===== config.mk =====
export PLATFORM = sky130hd
export DESIGN_NAME = pll_dyn_cfg_ctrl
export DESIGN_NICKNAME = d
export VERILOG_FILES = /design/src/rtl/pll_dyn_cfg_pkg.sv /design/src/rtl/sync_2ff.sv /design/src/rtl/pll_dyn_cfg_ctrl.sv
export SDC_FILE = /design/constraint.sdc
export NUM_CORES = 1
export LEC_CHECK = 0
export ABC_AREA = 1
export CAP_MARGIN = 40
export CORE_UTILIZATION = 50
export CTS_CLUSTER_DIAMETER = 60
export CTS_CLUSTER_SIZE = 40
export DETAILED_ROUTE_END_ITERATION = 12
export PLACE_DENSITY = 0.85
export RECOVER_POWER = 25
export SYNTH_ARGS = -nofsm -noshare
export SYNTH_HDL_FRONTEND = slang
export SYNTH_SLANG_ARGS = --single-unit

===== constraint.sdc =====
create_clock -name clk -period 4.14 [get_ports clk]
set_clock_uncertainty 0.2 [all_clocks]
set_input_delay 0.621 -clock clk [delete_from_list [all_inputs] [get_ports clk]]
set_output_delay 0.621 -clock clk [all_outputs]
set_load 0.02 [all_outputs]

===== src/rtl/pll_dyn_cfg_pkg.sv =====
// Shared types and widths for the PLL dynamic-configuration controller.
package pll_dyn_cfg_pkg;

    localparam int DIV_W    = 10;
    localparam int CNT_W    = 16;
    localparam int RELOCK_W = 8;

    typedef enum logic [2:0] {
        RST,
        WAIT_LOCK,
        STABLE,
        LOCKED,
        FAIL
    } state_t;

endpackage


===== src/rtl/sync_2ff.sv =====
// Generic two-flop synchroniser with asynchronous active-low reset.
module sync_2ff #(
    parameter int           W       = 1,
    parameter logic [W-1:0] RST_VAL = '0
) (
    input  logic         i_clk,
    input  logic         i_rst_n,
    input  logic [W-1:0] i_d,
    output logic [W-1:0] o_q
);

    logic [W-1:0] r_meta;
    logic [W-1:0] r_sync;

    always_ff @(posedge i_clk or negedge i_rst_n) begin
        if (!i_rst_n) begin
            r_meta <= RST_VAL;
            r_sync <= RST_VAL;
        end else begin
            r_meta <= i_d;
            r_sync <= r_meta;
        end
    end

    assign o_q = r_sync;

endmodule


===== src/rtl/pll_dyn_cfg_ctrl.sv =====
// PLL runtime controller: reset sequencing, lock qualification with timeout,
// auto-relock on lock loss, and req/ack loading of dynamic divider/duty values.
module pll_dyn_cfg_ctrl
    import pll_dyn_cfg_pkg::*;
#(
    parameter int               RST_CYCLES    = 16,
    parameter int               LOCK_TIMEOUT  = 65535,
    parameter int               STABLE_CYCLES = 8,
    parameter logic [DIV_W-1:0] ODIV_DEF      = 10'd100,
    parameter logic [DIV_W-1:0] DUTY_DEF      = 10'd100
) (
    input  logic                clk,
    input  logic                rst_n,
    input  logic                cfg_req,
    input  logic [DIV_W-1:0]    cfg_odiv0,
    input  logic [DIV_W-1:0]    cfg_odiv1,
    input  logic [DIV_W-1:0]    cfg_duty0,
    input  logic [DIV_W-1:0]    cfg_duty1,
    output logic                cfg_ack,
    output logic                cfg_err,
    input  logic                pll_lock,
    output logic                pll_rst,
    output logic [DIV_W-1:0]    dyn_odiv0,
    output logic [DIV_W-1:0]    dyn_odiv1,
    output logic [DIV_W-1:0]    dyn_duty0,
    output logic [DIV_W-1:0]    dyn_duty1,
    output logic                locked,
    output logic                busy,
    output logic                done,
    output logic                err_timeout,
    output logic                lock_lost,
    output logic [RELOCK_W-1:0] relock_cnt,
    output logic [2:0]          dbg_state
);

    localparam logic [CNT_W-1:0] RST_LAST    = CNT_W'(RST_CYCLES - 1);
    localparam logic [CNT_W-1:0] TMO_LAST    = CNT_W'(LOCK_TIMEOUT - 1);
    localparam logic [CNT_W-1:0] STABLE_LAST = CNT_W'(STABLE_CYCLES - 1);

    state_t                r_state;
    state_t                w_next;
    logic [CNT_W-1:0]      r_cnt;
    logic [CNT_W-1:0]      r_tmo;
    logic                  w_lock_s;
    logic                  w_cfg_valid;
    logic                  w_cfg_take;
    logic                  w_cfg_accept;
    logic                  w_cfg_reject;
    logic                  w_timeout;
    logic                  w_enter_locked;
    logic                  w_lost;

    logic                  r_pll_rst;
    logic                  r_locked;
    logic                  r_busy;
    logic                  r_cfg_ack;
    logic                  r_cfg_err;
    logic                  r_done;
    logic                  r_err_timeout;
    logic                  r_lock_lost;
    logic [RELOCK_W-1:0]   r_relock_cnt;
    logic [DIV_W-1:0]      r_odiv0;
    logic [DIV_W-1:0]      r_odiv1;
    logic [DIV_W-1:0]      r_duty0;
    logic [DIV_W-1:0]      r_duty1;

    sync_2ff #(.W(1), .RST_VAL(1'b0)) u_lock_sync (
        .i_clk   (clk),
        .i_rst_n (rst_n),
        .i_d     (pll_lock),
        .o_q     (w_lock_s)
    );

    // Handshake: cfg_req is a level sampled only in LOCKED or FAIL; a single
    // cfg_ack pulse (with cfg_err when rejected) consumes it. The cycle that
    // shows cfg_ack is never re-evaluated, so a requester dropping req then
    // is not acked twice.
    assign w_cfg_valid = (cfg_odiv0 != '0) && (cfg_odiv1 != '0);
    assign w_cfg_take  = cfg_req && !r_cfg_ack;

    always_comb begin
        w_next         = r_state;
        w_cfg_accept   = 1'b0;
        w_cfg_reject   = 1'b0;
        w_timeout      = 1'b0;
        w_enter_locked = 1'b0;
        w_lost         = 1'b0;
        case (r_state)
            RST: begin
                if (r_cnt == RST_LAST) w_next = WAIT_LOCK;
            end
            WAIT_LOCK: begin
                if (w_lock_s) begin
                    w_next = STABLE;
                end else if (r_tmo >= TMO_LAST) begin
                    w_next    = FAIL;
                    w_timeout = 1'b1;
                end
            end
            STABLE: begin
                // Timeout is checked before a bounce so it can't be skipped.
                if (w_lock_s && r_cnt == STABLE_LAST) begin
                    w_next         = LOCKED;
                    w_enter_locked = 1'b1;
                end else if (r_tmo >= TMO_LAST) begin
                    w_next    = FAIL;
                    w_timeout = 1'b1;
                end else if (!w_lock_s) begin
                    w_next = WAIT_LOCK;
                end
            end
            LOCKED: begin
                if (!w_lock_s) begin
                    w_next = RST;
                    w_lost = 1'b1;
                end else if (w_cfg_take) begin
                    if (w_cfg_valid) begin
                        w_next       = RST;
                        w_cfg_accept = 1'b1;
                    end else begin
                        w_cfg_reject = 1'b1;
                    end
                end
            end
            FAIL: begin
                if (w_cfg_take) begin
                    if (w_cfg_valid) begin
                        w_next       = RST;
                        w_cfg_accept = 1'b1;
                    end else begin
                        w_cfg_reject = 1'b1;
                    end
                end
            end
            default: w_next = RST;
        endcase
    end

    always_ff @(posedge clk or negedge rst_n) begin
        if (!rst_n) begin
            r_state <= RST;
            r_cnt   <= '0;
            r_tmo   <= '0;
        end else begin
            r_state <= w_next;
            r_cnt   <= (w_next != r_state) ? '0 : r_cnt + 1'b1;
            // tmo spans WAIT_LOCK and STABLE together, so bounces don't restart it.
            if (r_state == RST) begin
                r_tmo <= '0;
            end else if ((r_state == WAIT_LOCK || r_state == STABLE) && r_tmo != '1) begin
                r_tmo <= r_tmo + 1'b1;
            end
        end
    end

    always_ff @(posedge clk or negedge rst_n) begin
        if (!rst_n) begin
            r_pll_rst     <= 1'b1;
            r_locked      <= 1'b0;
            r_busy        <= 1'b1;
            r_cfg_ack     <= 1'b0;
            r_cfg_err     <= 1'b0;
            r_done        <= 1'b0;
            r_err_timeout <= 1'b0;
            r_lock_lost   <= 1'b0;
            r_relock_cnt  <= '0;
            r_odiv0       <= ODIV_DEF;
            r_odiv1       <= ODIV_DEF;
            r_duty0       <= DUTY_DEF;
            r_duty1       <= DUTY_DEF;
        end else begin
            r_pll_rst     <= (w_next == RST);
            r_locked      <= (w_next == LOCKED);
            r_busy        <= (w_next != LOCKED) && (w_next != FAIL);
            r_cfg_ack     <= w_cfg_accept || w_cfg_reject;
            r_cfg_err     <= w_cfg_reject;
            r_done        <= w_enter_locked;
            r_err_timeout <= w_timeout;
            r_lock_lost   <= w_lost;
            if (w_lost && r_relock_cnt != '1) begin
                r_relock_cnt <= r_relock_cnt + 1'b1;
            end
            // Loading only on accept keeps dyn_* still while pll_rst is low.
            if (w_cfg_accept) begin
                r_odiv0 <= cfg_odiv0;
                r_odiv1 <= cfg_odiv1;
                r_duty0 <= cfg_duty0;
                r_duty1 <= cfg_duty1;
            end
        end
    end

    assign pll_rst     = r_pll_rst;
    assign locked      = r_locked;
    assign busy        = r_busy;
    assign cfg_ack     = r_cfg_ack;
    assign cfg_err     = r_cfg_err;
    assign done        = r_done;
    assign err_timeout = r_err_timeout;
    assign lock_lost   = r_lock_lost;
    assign relock_cnt  = r_relock_cnt;
    assign dyn_odiv0   = r_odiv0;
    assign dyn_odiv1   = r_odiv1;
    assign dyn_duty0   = r_duty0;
    assign dyn_duty1   = r_duty1;
    assign dbg_state   = r_state;

endmodule


* Word level (Yosys, flattened, before mapping)
Cells that the tools add are included.
** Storage, ports and cells
- Output and inout port bits :: 59
- Input bits :: 44
- Logic and storage cells :: 77
- Bits in registers :: 93
** Cells by class
- Equal/unequal tests :: 12
- Multiplexer cells :: 29
- Add/sub/neg operators :: 3
- Order comparisons :: 1
- Reductions and logical operators :: 14
** Operators by type and width (number)
- 16-bit 2-to-1 mux :: 3
- 16-bit by 1-bit adder with 16-bit output (second input constant) :: 2
- 3-bit 2-to-1 mux :: 9
- 10-bit nonzero test :: 2
- 16-bit by 3-bit == test with 1-bit output (second input constant) :: 1
- 16-bit by 4-bit == test with 1-bit output (second input constant) :: 1
- 16-bit >= comparator (second input constant) :: 1
- 16-bit != test (second input constant) :: 1
- 3-bit case mux with 5 select lines :: 1
- 1-bit 2-to-1 mux :: 13
- 3-bit by 2-bit == test with 1-bit output (second input constant) :: 3
- 8-bit by 1-bit adder with 8-bit output (second input constant) :: 1
- 8-bit != test (second input constant) :: 1
- 1-bit logical AND :: 6
- 3-bit logical NOT :: 2
- 1-bit case mux with 2 select lines :: 3
- 3-bit by 1-bit == test with 1-bit output (second input constant) :: 1
- 3-bit == test (second input constant) :: 1
- 3-bit by 2-bit != test with 1-bit output (second input constant) :: 1
- 3-bit != test :: 1
- 3-bit != test (second input constant) :: 1
- 1-bit logical OR :: 2
- 2-bit nonzero test :: 1
- 1-bit logical NOT :: 1

* Longest topological paths before layout
Gate-level depths: netlist of run 1.
- Depth in word-level cells :: 8
- Mapped depth :: 14
- Depth with buffers taken out :: 13

* By module
Synthesis of run 1 repeated with hierarchy kept, for this count alone.
** Unflattened totals
- Cell total of the unflattened synthesis :: 458
- Area, all modules :: 4433.0 µm²
** Modules (own cells, without submodules)
- pll_dyn_cfg_ctrl :: times used 1, area each 4383.0 µm², cells each 456, sequential area each 2294.7 µm²
- sync_2ff :: times used 1, area each 50.0 µm², cells each 2, sequential area each 50.0 µm²

* Worst setup path after synthesis of run 1
OpenSTA, ideal clock, no wires.
- Path type :: input to register
- Start :: input port cfg_odiv0[3]
- End :: register r_duty0[1] (netlist: dyn_duty0[1])
- Setup time :: 0.125 ns
- Setup slack :: 2.151 ns
- Path buffers :: 1
- Stages :: 8
- Arrival time :: 1.665 ns
- Data required time :: 3.815 ns
- Cell sequence :: nor2_1 > nand2_1 > nor2_1 > nand2_1 > and2_1 > nand3_4 > buf_6 > mux2_2
** Between the ends
- Word-level cells in the longest chain between the ends :: 6
** Ends and longest elaborated chain
- start, declared :: line pll_dyn_cfg_ctrl.sv:15 : input logic [DIV_W-1:0] cfg_odiv0,
- 10-bit nonzero test * :: line pll_dyn_cfg_ctrl.sv:78 : assign w_cfg_valid = (cfg_odiv0 != '0) && (cfg_odiv1 != '0);
- 1-bit logical AND * :: line pll_dyn_cfg_ctrl.sv:78
- 1-bit 2-to-1 mux * :: line pll_dyn_cfg_ctrl.sv:117, pll_dyn_cfg_ctrl.sv:127
- 1-bit 2-to-1 mux * :: line pll_dyn_cfg_ctrl.sv:126 : if (w_cfg_take) begin
- 1-bit 2-to-1 mux :: line pll_dyn_cfg_ctrl.sv:113 : if (!w_lock_s) begin
- 1-bit case mux with 2 select lines * :: line pll_dyn_cfg_ctrl.sv:88 : case (r_state)
- end signal, assigned :: line pll_dyn_cfg_ctrl.sv:187 : r_duty0 <= cfg_duty0;
- end, declared :: line pll_dyn_cfg_ctrl.sv:64 : logic [DIV_W-1:0] r_duty0;
Mark *: on every way between the ends. The rest lies on a longest branch, timed or not.
A chain may end at the register's enable or synchronous reset.

==> results.py, run 1 <==
metrics = {
    "worst_setup_path": {
        "r2r-end": "dyn_odiv1[4]",
        "reg2reg_depth": 6,
        "path_cells": "dlygate4sd3_1 -> clkbuf_1 -> clkbuf_2 -> buf_4",
        "worstReg2RegStart": "dbg_state[0]",
        "ff2ff_setup_slack_ps": 1570,
        "endpoint_kind": "asynchronous set/reset pin",
        "critPathKind": "in2async",
        "cp_data_required_time_ps": 4420,
        "critPathMaxStageDelay_ps": 1220,
        "cp_slowest_cell": "clkbuf_2",
        "arrival_ps": 3200,
        "crit_path_start_kind": "input port",
        "cp_max_fo": 66,
    },
    "synthesis": {
        "syn_nets": 506,
        "ys_seq_area_share_pct": 52.9,
        "synth.distinct_cells": 35,
        "yosysWarnings": 0,
        "netlist_top_cells_area": "dfrtp_1 (45%), dfstp_2 (8.3%), nand2_1 (6.7%)",
        "synth_largest_type_area_fraction_pct": 44.6,
        "synth.largest_area_cell": "dfrtp_1",
        "syn-cell-area_sq_um": 4430,
        "syn_avg_cell_area_sq_um": 9.68,
        "syn_inst": 458,
        "ys_seq_elements": 93,
    },
    "timing": {
        "worst_slack_ps": 1220,
        "drv_slew": 67,
        "fin_crit_ps": 2920,
        "fmax_ghz": 0.342,
        "slew_headroom_pct": -5.14,
        "timing.final.crit_share_pct": 70.6,
        "setup_viol": 0,
        "hold_viol_final": 0,
        "tightest_slew_ps": 1580,
        "rsz0062_at_grt": "false",
        "setup_tns_ps": 0,
    },
    "cells_and_area": {
        "syn_to_final_growth_pct": 29.4,
        "nets": 615,
        "postLayoutCoreUtil_pct": 68.4,
        "antenna_cells": 0,
        "drive_gt1_share_pct": 13.6,
    },
    "hold_path": {
        "hold_path.class": "reg2reg",
        "worstHoldStart": "u_lock_sync.r_meta",
        "hold_path_end": "u_lock_sync.o_q",
        "hold_path_depth": 0,
    },
    "placed_design": {
        "numPortBuffers": 102,
        "post-place-ws_ps": 1150,
        "gp_congestion": 0.899,
        "post-dp-hpwl_um": 7080,
    },
    "pwr": {
        "clkPwrFrac_pct": 26.4,
        "power_leakage_nw": 2.62,
        "combPwrFrac_pct": 27.3,
        "p_switching_w": 0.000781,
        "p_int_w": 0.00153,
        "pwr_density_cell_nw_per_um2": 402,
        "p_seq_share_pct": 46.3,
        "p_sw_share_pct": 33.8,
        "ir_drop_mv": 0.326,
    },
    "floorplan": {
        "core_area_sq_um": 8380,
        "top_level_ports": 103,
        "initial_core_util_pct": 52.9,
        "num_rows": 33,
        "die-width_um": 96.2,
        "die_h_um": 96.2,
        "die_area_sq_um": 9250,
    },
    "global_route": {
        "grt_max_degree": 67,
        "met1_usage_pct": 30.0,
        "grt_usage_pct": 23.5,
        "busiest_layer": "met2",
        "grt_pass1_vias": 3578,
        "grt_overflow": 0,
        "gr-usage-met2_pct": 38.8,
        "grtUsageMet3_pct": 3.16,
        "grt_pass1_wl_um": 16600,
        "antenna_found_initial": 0,
    },
    "drt": {
        "routedWlPerCell_um": 14.2,
        "drt_pass1_iterations": 4,
        "vias": 3467,
        "ant_nets": 0,
        "drt-initial-drc-count": 149,
        "drt_wl_total_um": 9620,
        "routed_via_density": 5.12,
        "drc_errors": 0,
    },
    "cts": {
        "postCtsSetupBuffers": 0,
        "clk_path_buf_depth": 2,
        "clkTransAtPathRegs_ps": 90,
        "clk-insertion-delay-late_ps": 360,
        "numCtsBuffers": 9,
        "cts_tree": "done",
        "cts_sinks": 93,
        "cts.repair.resized": 0,
        "cts.htree.levels": 3,
        "ctsHoldBuffers": 1,
        "clockRootBuffer": "clkbuf_8",
    },
    "status": {
        "status": "finished, violations left",
        "violations": "capacitance limit, slew limit",
    },
    "job": {
        "maxCapViolations": 1,
    },
}
==> cell usage after synthesis (all sizes together) <==
cell type,instances
nand3,29
and2,1
a31oi,1
inv,57
ha,4
xnor2,7
nand3b,1
a21oi,11
nor2,62
nor4,4
o31ai,5
nand4,10
nor3,11
clkbuf,2
a211oi,1
dfstp,14
buf,5
nand2,84
xor2,18
dfrtp,79
o21bai,1
mux2,28
nor3b,2
o21ai,21
==> cells by family (layout without fill, tap and decap cells) <==
group / count (synthesis) / after routing / share of synthesized area, %
adder cells (fa/ha/maj): 4 / 4 / 1.13
multiplexers: 28 / 28 / 8.47
buffers and inverters: 64 / 178 / 6.18
AO/OA/AOI/OAI: 40 / 40 / 5.02
flip-flops: 93 / 93 / 52.9
XOR/XNOR: 25 / 25 / 4.94
AND/OR/NAND/NOR: 204 / 204 / 21.4
==> cell type report <==
cell class	count	area, sq um
fillers	627	2650
flip-flops and latches	93	2340
multi-input cells	301	1810
repair buffers	105	1040
inverters	57	214
well taps	105	131
clock buffers	10	128
clock inverters	6	71.3
==> critical path: cells and delay by family <==
| kind | cells | cell delay [ps] |
|---|---|---|
| buf+inv | 4 | 2530 |
==> routing by layer <==
layer | wire, um | share of wire, %
met5 | 0 | 0
met4 | 343 | 3.6
met3 | 406 | 4.2
met2 | 4740 | 49
met1 | 4130 | 43
==> worst max path at each step <==
stage                             from  slack, ps  depth (start not counted)            to
final                            rst_n       1220                          4          busy
after floorplan           cfg_odiv0[3]       2150                          8  dyn_duty0[1]
after global placement    cfg_odiv1[3]       1250                          8  dyn_odiv0[4]
after CTS                 dbg_state[0]       1550                          7      r_tmo[2]
after global routing             rst_n        760                          4  dyn_duty1[6]
after detailed placement  cfg_odiv1[5]       1150                          8  dyn_odiv0[4]
==> flip-flops by register name (all words and copies together), names as in the netlist, 3 cells and up <==
| name | flops |
|---|---|
| dbg_state | 3 |
| dyn_duty0 | 10 |
| dyn_odiv0 | 10 |
| dyn_odiv1 | 10 |
| r_cnt | 16 |
| r_tmo | 16 |
| dyn_duty1 | 10 |
| relock_cnt | 8 |
==> layout by cell type (no fill, tap or decap), types with 11 or more instances in the layout <==
cell type and count:
mux2_4 16, a21oi_1 11, nand2_1 79, inv_1 53, nor2_1 51, dfrtp_1 79
o21ai_0 20, xor2_1 18, nand3_1 28, dfstp_2 14, clkdlybuf4s50_1 100
==> power by group through the flow <==
stage	combinational, W	sequential (W)	clock [W]
after floorplan	0.000354	0.00114	0
after global placement	0.000609	0.00108	0
after detailed placement	0.000634	0.00109	0
after CTS	0.000640	0.00107	0.000623
after global routing	0.000695	0.00108	0.000662
final	0.000630	0.00107	0.000608
==> stage by stage <==
stage | total power, W | std cells | hold slack, ps | area (sq um)
floorplan | 0.00149 | 458 | 125 | 4430
global placement | 0.00169 | 659 | 133 | 5530
detailed placement | 0.00172 | 660 | 146 | 5560
CTS | 0.00233 | 677 | 165 | 5770
global route | 0.00244 | 677 | 178 | 5740
finish | 0.00231 | 677 | 165 | 5740
Note: power is estimated with default switching activity, not from simulation.
==> run 2: changes to the inputs <==
- clock period: 4.14 -> 2.95 ns (I/O delays scaled with it)
==> run 2 against run 1 <==
Effect of this change:
- the run now ends clean
- setup slack lost 800 ps
- global-route usage grew 0.78 points
- sequential power grew 41%
- design area grew 0.83%
- clock power grew 63%
- flip-flop and latch count is the same
- sequential share of layout area shrank 0.34 points
- non-clock buffer count grew 1
- largest cell class unchanged
- total power grew 47%
- critical path depth grew 3
- first-iteration DRC count grew 3.4%
==> results.py, run 2 (synthesis results as in run 1) <==
metrics = {
    "status": {
        "status": "finished clean",
    },
    "worst_setup_path": {
        "ff2ff_setup_slack_ps": 410,
        "critPathKind": "reg2reg",
        "cp_max_fo": 30,
        "arrival_ps": 2600,
        "cp_data_required_time_ps": 3010,
        "crit_path_start_kind": "register",
        "endpoint_kind": "register",
    },
    "placed_design": {
        "numPortBuffers": 102,
        "post-dp-hpwl_um": 7190,
        "gp_congestion": 0.902,
        "dp.cells": 661,
        "post-place-ws_ps": 233,
        "place_area_sq_um": 5560,
    },
    "timing": {
        "fmax_ghz": 0.394,
        "worst_slack_ps": 414,
        "hold_viol_final": 0,
        "whs_ps": 163,
        "timing.final.crit_share_pct": 86.0,
        "setup_viol": 0,
        "setup_tns_ps": 0,
        "rsz0062_at_grt": "false",
        "slew_headroom_pct": 34.9,
        "fin_crit_ps": 2540,
        "drv_slew": 0,
        "tightest_slew_ps": 976,
    },
    "cts": {
        "numCtsBuffers": 9,
        "cts_tree": "done",
        "clk-insertion-delay-late_ps": 360,
        "clk_path_buf_depth": 2,
        "clockRootBuffer": "clkbuf_8",
        "clkTransAtPathRegs_ps": 90,
        "cts_sinks": 93,
        "cts.repair.resized": 0,
        "cts.htree.levels": 3,
    },
    "drt": {
        "drt-initial-drc-count": 154,
        "drt_wl_total_um": 10100,
        "route.met2.wl_um": 5250,
        "route.met3.wl_um": 484,
        "ant_nets": 0,
        "routed_via_density": 5.20,
        "vias": 3528,
        "drt_pass1_iterations": 4,
        "routedWlPerCell_um": 14.9,
        "wl_met1_um": 4190,
        "drc_errors": 0,
        "maxUsedRoutingLayer": "met4",
    },
    "cells_and_area": {
        "final_area_sq_um": 5780,
        "final_cell_mix": "clkdlybuf4s50_1 (100), nand2_1 (79), dfrtp_1 (79)",
        "largestRegisters": "r_cnt (16), r_tmo (16)",
        "regArea_sq_um": 2340,
        "nets": 616,
        "antenna_cells": 0,
        "multi_input_area_sq_um": 1810,
        "drive_gt1_share_pct": 14.1,
        "final_cells": 678,
        "final_common_cell": "clkdlybuf4s50_1",
        "fillers": 616,
        "syn_to_final_growth_pct": 30.5,
    },
    "global_route": {
        "antenna_found_initial": 0,
        "grt_overflow": 0,
        "grt_pass1_vias": 3559,
        "grt_max_degree": 54,
        "grt_usage_pct": 24.2,
        "grt_pass1_wl_um": 16800,
    },
    "pwr": {
        "pwr_density_cell_nw_per_um2": 588,
        "power_leakage_nw": 2.65,
        "ir_drop_mv": 0.375,
    },
    "floorplan": {
        "initial_core_util_pct": 52.9,
        "num_rows": 33,
        "die_area_sq_um": 9250,
        "top_level_ports": 103,
        "die_h_um": 96.2,
        "die-width_um": 96.2,
        "core_area_sq_um": 8380,
    },
    "hold_path": {
        "hold_path.class": "reg2reg",
    },
    "job": {
        "maxCapViolations": 0,
    },
}
## run 2: critical path: stages, from the launching register on
cell and delay [ps]:
dfrtp_1 540, inv_2 90, nor3_1 280, inv_1 130, o21ai_2 210, nand3_4 420, buf_4 380, o21ai_0 190
## run 2: final timing paths
kind                                    start               to  depth (start not counted)
max                              dbg_state[0]     dyn_odiv1[9]                          7
min                        u_lock_sync.r_meta  u_lock_sync.o_q                          0
max reg2reg                      dbg_state[0]     dyn_odiv1[9]                          7
min reg2reg                u_lock_sync.r_meta  u_lock_sync.o_q                          0
max in group asynchronous               rst_n        r_cnt[10]                          3
min in group asynchronous               rst_n    relock_cnt[6]                          2
## run 2: layout make-up
class | instances | area share (%)
timing repair buffer | 106 | 18.1
multi-input combinational | 301 | 31.3
clock inverter | 7 | 1.93
inverter | 57 | 3.70
sequential | 93 | 40.5
tap | 105 | 2.27
clock buffer | 9 | 2.14
## run 2: metal layers
metal,vias to the layer above,GRT usage [%]
li1,1697,-
met1,1704,29.5
met2,108,42.5
met3,19,4.98
met4,0,8.58
met5,-,0
## run 2: report_power, final
group          internal [W]  switching (W)
combinational      0.000353       0.000546
sequential          0.00140       0.000111
clock              0.000501       0.000491
## run 2: per-stage QoR
step           total power, W  utilization, %
6_report              0.00340            69.0
3_5_place_dp          0.00243            66.3
3_3_place_gp          0.00239            66.3
5_1_grt               0.00359            69.0
4_1_cts               0.00343            69.2
2_1_floorplan         0.00209               -
## run 2: timing repair
item	4_1_cts	5_1_grt
hold endpoints to repair	37	0
buffers inserted	0	0
hold buffers	1	0
==> run 3: changes to the inputs <==
- PLACE_DENSITY: 0.85 -> not set
- PLACE_DENSITY_LB_ADDON: not set -> 0.1
==> run 3 against run 2 <==
Effect of this change:
- global-route usage fell by 2.8 points
- critical endpoint is now dyn_odiv1[1]
- die area unchanged
- non-clock buffer count up 1
- largest power group unchanged
- highest routed layer unchanged
==> results.py, run 3 (synthesis results as in run 1) <==
metrics = {
    "worst_setup_path": {
        "r2r-end": "dyn_odiv1[1]",
        "cp_max_fo": 29,
        "worst-path-buf-inv": 3,
        "cp_data_required_time_ps": 3020,
        "reg2reg_depth": 7,
        "path_cells": "inv_2 -> nor3_1 -> inv_1 -> o21ai_2 -> nand3_4 -> buf_4 -> o21ai_0",
        "worstReg2RegStart": "dbg_state[0]",
        "cp_slowest_cell": "dfrtp_1",
        "arrival_ps": 2540,
        "endpoint_kind": "register",
        "cp_top_family": "simple AND/OR/NAND/NOR gates",
        "critPathKind": "reg2reg",
        "critPathMaxStageDelay_ps": 510,
        "ff2ff_setup_slack_ps": 470,
        "crit_path_start_kind": "register",
    },
    "drt": {
        "routed_via_density": 5.08,
        "drc_errors": 0,
        "ant_nets": 0,
        "vias": 3446,
        "drt_pass1_iterations": 4,
        "drt_wl_total_um": 9450,
        "drt-initial-drc-count": 138,
        "routedWlPerCell_um": 13.9,
    },
    "floorplan": {
        "initial_core_util_pct": 52.9,
        "die-width_um": 96.2,
        "die_h_um": 96.2,
        "num_rows": 33,
        "top_level_ports": 103,
        "die_area_sq_um": 9250,
        "core_area_sq_um": 8380,
    },
    "cts": {
        "cts_sinks": 93,
        "cts_tree": "done",
        "numCtsBuffers": 9,
        "clk_path_buf_depth": 2,
        "clockRootBuffer": "clkbuf_8",
        "clk-insertion-delay-late_ps": 360,
        "postCtsSetupBuffers": 0,
        "cts.htree.levels": 3,
        "clkTransAtPathRegs_ps": 90,
    },
    "global_route": {
        "grt_max_degree": 46,
        "antenna_found_initial": 0,
        "grt_usage_pct": 21.4,
        "grt_pass1_vias": 3248,
        "grt_pass1_wl_um": 15100,
        "grt_overflow": 0,
    },
    "timing": {
        "worst_slack_ps": 472,
        "setup_viol": 0,
        "rsz0062_at_grt": "false",
        "timing.final.crit_share_pct": 84.0,
        "drv_slew": 0,
        "whs_ps": 158,
        "fmax_ghz": 0.403,
        "tightest_slew_ps": 1110,
        "setup_tns_ps": 0,
        "slew_headroom_pct": 26.3,
        "hold_viol_final": 0,
        "fin_crit_ps": 2480,
    },
    "status": {
        "status": "finished clean",
    },
    "pwr": {
        "ir_drop_mv": 0.461,
        "power_leakage_nw": 2.65,
        "p_seq_share_pct": 44.6,
        "p_switching_w": 0.00111,
        "pwr_density_cell_nw_per_um2": 579,
        "clkPwrFrac_pct": 28.7,
        "p_int_w": 0.00224,
        "combPwrFrac_pct": 26.6,
        "p_sw_share_pct": 33.2,
    },
    "cells_and_area": {
        "syn_to_final_growth_pct": 30.7,
        "antenna_cells": 0,
        "largestRegisters": "r_cnt (16), r_tmo (16)",
        "final_cell_mix": "clkdlybuf4s50_1 (100), nand2_1 (79), dfrtp_1 (79)",
        "nets": 617,
        "final_common_cell": "clkdlybuf4s50_1",
        "drive_gt1_share_pct": 14.3,
    },
    "placed_design": {
        "gp_congestion": 0.932,
        "post-place-ws_ps": 269,
        "numPortBuffers": 102,
        "post-dp-hpwl_um": 7030,
    },
    "hold_path": {
        "worstHoldStart": "u_lock_sync.r_meta",
        "hold_path_end": "u_lock_sync.o_q",
        "hold_path_depth": 0,
        "hold_path.class": "reg2reg",
    },
    "job": {
        "maxCapViolations": 0,
    },
}
## run 3: layout make-up
class	count	area, sq um
repair buffers	107	1070
multi-input cells	301	1810
well taps	105	131
fillers	630	2590
clock buffers	9	124
inverters	57	214
flip-flops and latches	93	2340
clock inverters	7	104
## run 3: power groups by stage
stage | clock (W) | combinational (W) | sequential (W)
2_1_floorplan | 0 | 0.000497 | 0.00159
3_3_place_gp | 0 | 0.000884 | 0.00152
5_1_grt | 0.00104 | 0.00100 | 0.00152
4_1_cts | 0.000984 | 0.000910 | 0.00150
3_5_place_dp | 0 | 0.000903 | 0.00152
6_report | 0.000965 | 0.000894 | 0.00150
## run 3: per-stage QoR
| stage | total power, W | cells | area, sq um | util [%] |
|---|---|---|---|---|
| detailed placement | 0.00243 | 662 | 5570 | 66.4 |
| floorplan | 0.00209 | 458 | 4430 | - |
| CTS | 0.00339 | 679 | 5800 | 69.2 |
| global route | 0.00356 | 679 | 5800 | 69.1 |
| finish | 0.00336 | 679 | 5800 | 69.1 |
| global placement | 0.00240 | 662 | 5570 | 66.4 |
## run 3: worst reg2reg max path, stage by stage, from the launching register on
cell and delay, ps:
dfrtp_1 510, inv_2 80, nor3_1 270, inv_1 110, o21ai_2 200, nand3_4 420, buf_4 390, o21ai_0 210
## run 3: timing repair
item	in CTS	in global routing
resized for setup	0	0
endpoints found under the hold margin	37	0
hold buffers	1	0
## run 3: worst max path at each step
stage | startpoint | end | slack, ps | depth (start not counted)
global route | dbg_state[0] | dyn_odiv1[1] | 320 | 7
finish | dbg_state[0] | dyn_odiv1[1] | 470 | 7
floorplan | dbg_state[0] | r_tmo[4] | 990 | 7
global placement | cfg_odiv1[5] | dyn_odiv0[6] | 330 | 9
detailed placement | cfg_odiv1[5] | dyn_odiv1[1] | 270 | 9
CTS | dbg_state[0] | dyn_odiv1[1] | 540 | 7
## run 3: metal layers
metal / up-vias / wire length, um / track usage (%)
met5: - / 0 / 0
met4: 0 / 150 / 8.83
met3: 13 / 665 / 4.03
met2: 107 / 4430 / 35.3
met1: 1621 / 4210 / 27.8
li1: 1705 / - / -
